--- src/rtl/pipe_ctrl_pkg.sv ---
// Shared definitions for the pipeline controller: bus widths, stall encodings
// and the redirect-sequencer state enum.
package pipe_ctrl_pkg;

  localparam int unsigned InstAddrBus = 32;
  localparam logic [InstAddrBus-1:0] ZeroWord      = '0;
  localparam logic [InstAddrBus-1:0] ExcVecDefault = 32'h0000_0020;

  // Stall vector bit order is {wb,mem,ex,id,if,pc}
  localparam int unsigned StallW = 6;
  localparam logic [StallW-1:0] StallNone = 6'b000000;
  localparam logic [StallW-1:0] StallId   = 6'b000111;
  localparam logic [StallW-1:0] StallEx   = 6'b001111;
  localparam logic [StallW-1:0] StallMem  = 6'b011111;
  localparam logic [StallW-1:0] StallAll  = 6'b111111;

  typedef enum logic [1:0] {
    ST_RUN      = 2'd0,
    ST_WAIT_MEM = 2'd1,
    ST_FLUSH    = 2'd2
  } ctrl_state_e;

endpackage

--- src/rtl/pipe_ctrl_sat_counter.sv ---
// Saturating up-counter with synchronous clear; clear has priority over increment.
module sat_counter #(
  parameter int unsigned CNT_W = 32
) (
  input  logic             clk,
  input  logic             rst_n,
  input  logic             inc,
  input  logic             clr,
  output logic [CNT_W-1:0] q
);

  logic [CNT_W-1:0] r_q;

  always_ff @(posedge clk or negedge rst_n) begin
    if (!rst_n) begin
      r_q <= '0;
    end else if (clr) begin
      r_q <= '0;
    end else if (inc && (r_q != {CNT_W{1'b1}})) begin
      r_q <= r_q + CNT_W'(1);
    end
  end

  assign q = r_q;

endmodule

--- src/rtl/pipe_ctrl.sv ---
// Pipeline controller: priority stall encoder, exception/eret redirect
// sequencer (freeze, drain data memory, one-cycle flush) and stall counter.
module pipe_ctrl
  import pipe_ctrl_pkg::*;
#(
  parameter logic [InstAddrBus-1:0] EXC_VEC = ExcVecDefault,
  parameter int unsigned            CNT_W   = 32
) (
  input  logic                   clk,
  input  logic                   rst,
  input  logic                   stallreq_id,
  input  logic                   stallreq_ex,
  input  logic                   stallreq_mem,
  input  logic                   excp_req,
  input  logic                   excp_is_eret,
  input  logic [InstAddrBus-1:0] cp0_epc,
  input  logic                   perf_clr,
  output logic [StallW-1:0]      stall,
  output logic                   flush,
  output logic [InstAddrBus-1:0] new_pc,
  output logic [CNT_W-1:0]       stall_cycles
);

  ctrl_state_e            r_state;
  logic                   r_flush;
  logic [InstAddrBus-1:0] r_new_pc;
  logic [InstAddrBus-1:0] r_target;

  ctrl_state_e            w_state_nxt;
  logic [InstAddrBus-1:0] w_target_nxt;
  logic [StallW-1:0]      w_stall;
  logic                   w_cnt_inc;

  // Stall encoder: zero-latency from requests, overridden while redirecting
  always_comb begin
    w_stall = StallNone;
    if (rst) begin
      unique case (r_state)
        ST_RUN: begin
          if (excp_req)          w_stall = StallAll;
          else if (stallreq_mem) w_stall = StallMem;
          else if (stallreq_ex)  w_stall = StallEx;
          else if (stallreq_id)  w_stall = StallId;
          else                   w_stall = StallNone;
        end
        ST_WAIT_MEM: w_stall = StallAll;
        ST_FLUSH:    w_stall = StallNone;
        default:     w_stall = StallNone;
      endcase
    end
  end

  // Redirect sequencer next state and target capture
  always_comb begin
    w_state_nxt  = r_state;
    w_target_nxt = r_target;
    unique case (r_state)
      ST_RUN: begin
        if (excp_req) begin
          w_target_nxt = excp_is_eret ? cp0_epc : EXC_VEC;
          w_state_nxt  = stallreq_mem ? ST_WAIT_MEM : ST_FLUSH;
        end
      end
      ST_WAIT_MEM: begin
        if (!stallreq_mem) w_state_nxt = ST_FLUSH;
      end
      ST_FLUSH: w_state_nxt = ST_RUN;
      default:  w_state_nxt = ST_RUN;
    endcase
  end

  // flush/new_pc are registered from the next state so they line up with FLUSH
  always_ff @(posedge clk or negedge rst) begin
    if (!rst) begin
      r_state  <= ST_RUN;
      r_flush  <= 1'b0;
      r_new_pc <= ZeroWord;
      r_target <= ZeroWord;
    end else begin
      r_state  <= w_state_nxt;
      r_target <= w_target_nxt;
      r_flush  <= (w_state_nxt == ST_FLUSH);
      if (w_state_nxt == ST_FLUSH) r_new_pc <= w_target_nxt;
    end
  end

  // Only hazard stalls count; exception freezes do not
  assign w_cnt_inc = (r_state == ST_RUN) && !excp_req && (w_stall != StallNone);

  sat_counter #(
    .CNT_W (CNT_W)
  ) u_stall_cnt (
    .clk   (clk),
    .rst_n (rst),
    .inc   (w_cnt_inc),
    .clr   (perf_clr),
    .q     (stall_cycles)
  );

  assign stall  = w_stall;
  assign flush  = r_flush;
  assign new_pc = r_new_pc;

endmodule

--- config.mk ---
export PLATFORM = sky130hd
export DESIGN_NAME = pipe_ctrl
export DESIGN_NICKNAME = d
export VERILOG_FILES = /design/src/rtl/pipe_ctrl_pkg.sv /design/src/rtl/pipe_ctrl_sat_counter.sv /design/src/rtl/pipe_ctrl.sv
export SDC_FILE = /design/constraint.sdc
export NUM_CORES = 1
export LEC_CHECK = 0
export BUFFER_PORTS_ARGS = -buffer_cell sky130_fd_sc_hd__buf_2
export CAP_MARGIN = 30
export CORE_MARGIN = 8
export CORE_UTILIZATION = 42
export CTS_BUF_LIST = sky130_fd_sc_hd__clkbuf_8
export DETAILED_ROUTE_END_ITERATION = 8
export PLACE_DENSITY = 0.67
export SKIP_LAST_GASP = 1
export SYNTH_ARGS = -nofsm -noshare
export SYNTH_HDL_FRONTEND = slang
export SYNTH_SLANG_ARGS = --single-unit
--- constraint.sdc ---
create_clock -name clk -period 2.9 [get_ports clk]
set_clock_uncertainty 0.2 [all_clocks]
set_input_delay 0.725 -clock clk [delete_from_list [all_inputs] [get_ports clk]]
set_output_delay 0.725 -clock clk [all_outputs]
set_load 0.05 [all_outputs]
### Yosys cells after proc, flatten, opt, wreduce, memory -nomap -nowiden

Cells that the tools add are included.

* mux-type cells: 15
* shift operators: 0
* add/subtract/negate cells: 1
* divide/modulo/power cells: 0
* $mul: 0
* reduce and logical (&&, ||, !) cells: 7
* $lt $le $gt $ge: 0
* eq/ne operators: 3
* bitwise gates (word level): 0

Operator list (number)
* $mux 32: 5
* $add 32x1->32 const B: 1
* $ne 32x32->1 const B: 1
* $mux 6: 2
* $pmux 6 s2: 1
* $mux 2: 3
* $reduce_bool 6->1: 1
* $mux 5: 1
* $mux 4: 1
* $pmux 2 s2: 1
* $logic_and 1x1->1: 3
* $mux 3: 1
* $eq 2x1->1 const B: 1
* $eq 2x2->1 const B: 1
* $logic_not 2->1: 1
* $reduce_bool 2->1: 1
* $logic_not 1->1: 1

* logic and storage cells: 31
* RAM bits: 0
* latch bits: 0
* ROM bits: 0
* input port bits: 40
* memories: 0
* register bits: 99
* output and inout bits: 71

### Logic depth before layout (Yosys ltp)

* depth after elaboration: 11
* mapped depth: 8
* depth with buffers taken out: 6

### By module

From an unflattened synthesis, not the netlist that was laid out.

* cell total of the unflattened synthesis: 417
* area total of the unflattened synthesis: 4623.2 um2

By module, submodules not included
* pipe_ctrl: area an instance 2768.9 um2, instances 1, sequential area each 1676.6 um2, cells each 219
* sat_counter: area an instance 1854.3 um2, instances 1, sequential area each 800.8 um2, cells each 198

### Worst setup path before layout

No wires, ideal clock.

* kind: in2out
* from: input port rst
* to: output port stall[1]
* buffers on the path: 1
* setup slack: -0.028 ns
* arrival: 2.003 ns
* cell stages on the path: 3
* data required time: 1.975 ns
* cells stage by stage: nand2b_1 a21oi_1 buf_4

* cells in the longest elaborated chain, start to end: 1

RTL lines
* from (decl): line pipe_ctrl.sv:10 `input logic rst,`
* $mux 6: line pipe_ctrl.sv:37 `if (rst) begin`
* to (decl): line pipe_ctrl.sv:18 `output logic [StallW-1:0] stall,`

No other way between the ends.

### Final worst setup path

* from: register u_stall_cnt.r_q[0], in the netlist u_stall_cnt.q[0]
* to: register u_stall_cnt.r_q[15], in the netlist u_stall_cnt.q[15]

* cells in the longest elaborated chain, start to end: 3
* elaborated cells on any way between the ends: 6
* those cells by class: add/sub: 1; eq/ne: 1; mux: 2; reduce/logical: 2

RTL lines
* from (decl): line pipe_ctrl_sat_counter.sv:12 `logic [CNT_W-1:0] r_q;`
* from (signal assigned): line pipe_ctrl_sat_counter.sv:20 `r_q <= r_q + CNT_W'(1);`
* $add 32x1->32 or $ne 32x32->1 (tied branches): line pipe_ctrl_sat_counter.sv:20, pipe_ctrl_sat_counter.sv:19
* $mux 32 or $logic_and 1x1->1 (tied branches): line pipe_ctrl_sat_counter.sv:19 `end else if (inc && (r_q != {CNT_W{1'b1}})) begin`
* $mux 32 or $reduce_bool 2->1 (tied branches)

Several ways; a longest one is shown, not always the timed one. The select of a mux whose other input is x is not followed.
A chain may end at the register's enable or synchronous reset.

==> run_results.csv <==
group,metric,value,unit
drt,first_iter_violations,154,
placement,placed_area,5130,um2
logic_synthesis,synth_area_leader_cell,"dfrtp_1",
worst_setup_path,worstPathCellList,"ha_1, nand4_1, or3_1, o311ai_1, or3_1, a21oi_1",
flow_run,max_cap_violations,0,
worst_setup_path,critical_path.startpoint_type,"register",
logic_synthesis,ys_ff_latch,99,
drt,drt_wl_total,10400,um
global_routing,grt_pass1_wl,17900,um
power_and_ir_drop,switching_power,1.26,mW
clocking,post_cts_buffers,0,
floorplanning,io-pin-count,111,
logic_synthesis,yosysSeqAreaShare,0.567,
power_and_ir_drop,finalPower,3.38,mW
sta,rsz0062_at_grt,"no",
floorplanning,initial_core_util,0.427,
clocking,cts_made_buffers,9,
power_and_ir_drop,cellLeakagePower,2.56,nW
sta,setup_viol,0,
power_and_ir_drop,pwr_density_cell,635,nW/um2
worst_setup_path,crit_slowest_cell,"o311ai_1",
placement,gp_congestion,0.805,
logic_synthesis,syn-cell-area,4370,um2
worst_setup_path,cp.required,2.91,ns
drt,vias,3471,
logic_synthesis,synthCells,420,
global_routing,antenna_found_initial,0,
global_routing,grt_max_degree,65,
clocking,clkLatencyLatePin,0.36,ns
sta,timing.final.crit_share,0.898,
placement,pre_cts_slack,-0.00901,ns
drt,wl_per_cell,15.4,um
logic_synthesis,ys_types,38,
drt,firstDrtPassIters,4,
worst_setup_path,end_kind,"register",
clocking,clock_sinks,99,
logic_synthesis,synth.net_count,461,
logic_synthesis,yosys_warnings,0,
power_and_ir_drop,power.internal,2.12,mW
power_and_ir_drop,p_clk_frac,0.257,
clocking,cts_tree,"built",
finish,layout-drive-gt1-share,0.341,
floorplanning,coreArea,10200,um2
power_and_ir_drop,power_frac_comb,0.260,
clocking,h-tree-depth,3,
logic_synthesis,synth-edff-count,0,
sta,final_max_slew_viol_count,0,
global_routing,track_usage,0.153,
power_and_ir_drop,swShare,0.372,
logic_synthesis,synth_top_area_share,0.567,
finish,area_delta_synth_final,21.8,%
power_and_ir_drop,p_seq_frac,0.483,
logic_synthesis,synth_area_per_cell,10.4,um2
finish,multiInputGateArea,1800,um2
logic_synthesis,yosysMostFrequentCell,"dfrtp_1",
floorplanning,die_width,118,um
worst_setup_path,arrival,2.61,ns
worst_setup_path,critical_path_class,"register to register",
drt,drc,0,
logic_synthesis,async_reset_ff_frac,1.00,
placement,hpwl,7400,um
sta,min_period,2.61,ns
global_routing,grt_pass1_vias,3707,
placement,io_buffers,110,
sta,fin_tns_setup,0,ns
drt,viasPerCell,5.16,
sta,fmax,384,MHz
floorplanning,row_count,37,
floorplanning,die_h,118,um
finish,fill_cells,942,
worst_setup_path,max_stage_delay,0.62,ns
clocking,clk_path_buf_depth,2,
finish,fin_nets,573,
worst_setup_path,cp_max_fo,7,
logic_synthesis,yosys-top-cells-area,"dfrtp_1 (57%), mux2_2 (8.2%), nand2_1 (6.4%)",
finish,fin_util,0.520,
power_and_ir_drop,ir_worst_vdd,0.358,mV
sta,worst_pin_slew,0.724,ns
worst_setup_path,cpMostUsedCell,"or3_1",
finish,register_area,2480,um2
drt,final_antenna_net_count,0,
logic_synthesis,ys.flop_type,"dfrtp_1",
finish,final_cell_area,5320,um2
sta,slew_headroom,0.510,
worst_hold_path,hold_class,"register to register",
global_routing,overflow,0,
clocking,ctsHoldBuffers,0,
floorplanning,dieArea,13900,um2
outcome,status,"finished clean",
clocking,cts-root-buf,"clkbuf_8",
logic_synthesis,synth_common_cells,"dfrtp_1 (99), nand2_1 (75), o21ai_0 (46), mux2_2 (32), nor2_1 (22)",
sta,hold_viol_final,0,
sta,setup_slack,0.295,ns
clocking,cts-resized-gates,0,
clocking,path_clk_slew,0.10,ns
finish,n_antenna_cell,0,
sequential cells by signal (all words and copies together) (netlist names):
register,flops
flush,1
u_stall_cnt.q,32
r_target,32
new_pc,32
r_state,2
cell usage in the layout (no fill, tap or decap), types with 2 or more instances in the layout:
master and instances:
o21ai_1 3, buf_2 109, or2_2 3, nand2_1 74
mux2_2 32, nand3_1 9, and4_1 3, o41a_1 2
or4_1 4, o311ai_1 2, a21oi_1 20, xnor2_1 2
dfrtp_1 99, nand4_1 17, nor2b_1 6, mux2_1 2
nor3_1 6, buf_4 14, clkinv_4 3, clkbuf_8 9
o31ai_1 3, inv_8 2, nor4_4 2, nand2b_1 3
or3_1 16, inv_1 2, nor2_1 22, o21ai_0 46
xor2_1 6
layer usage:
layer | up-vias | share of wire | global-route usage
met4 | 0 | 0.011 | 0.0536
met3 | 10 | 0.054 | 0.0432
met5 | - | 0 | 0
li1 | 1708 | - | -
met2 | 91 | 0.46 | 0.243
met1 | 1662 | 0.47 | 0.197
path summary, 6_finish.rpt:
path	start	to	slack, ns	cells after the start
min in group asynchronous	rst	u_stall_cnt.q[3]	0.37	3
worst max-delay path	u_stall_cnt.q[0]	u_stall_cnt.q[15]	0.29	6
worst min-delay path	r_target[25]	r_target[25]	0.30	2
worst max register to register	u_stall_cnt.q[0]	u_stall_cnt.q[15]	0.29	6
worst min register to register	r_target[25]	r_target[25]	0.30	2
max in group asynchronous	rst	r_target[4]	1.05	4
worst max-delay path: cells and delay by family (launching register included):
kind | cells | cell delay (ns)
fa+ha+maj | 1 | 0.26
compound gates | 2 | 0.69
flops | 1 | 0.45
simple gates | 3 | 0.86
logic make-up after synthesis:
group,share of synthesized area
and+or+nand+nor,0.196
xor gates and xnor gates,0.0160
DFF,0.567
muxes,0.0899
buffers and inverters,0.0235
adders and majority gates,0.00286
AOI/OAI and AO/OA,0.104
final cells by class:
class | count | area share
well taps | 136 | 0.0320
clock inverters | 7 | 0.0136
multi-input cells | 296 | 0.338
repair buffers | 124 | 0.126
flip-flops and latches | 99 | 0.465
clock buffers | 9 | 0.0233
inverters | 2 | 0.00141
through the flow:
stage               cells  hold WS (ns)
finish                673         0.296
global route          673         0.315
CTS                   673         0.297
detailed placement    657         0.274
global placement      657         0.261
floorplan             420         0.229
power by group through the flow:
stage | clock, mW | combinational, mW | sequential (mW)
6_report | 0.870 | 0.878 | 1.63
5_1_grt | 0.949 | 0.937 | 1.65
4_1_cts | 0.896 | 0.890 | 1.64
3_5_place_dp | 0 | 0.890 | 1.66
3_3_place_gp | 0 | 0.877 | 1.65
2_1_floorplan | 0 | 0.248 | 2.04
No activity file was read; power rests on OpenSTA's default activity.
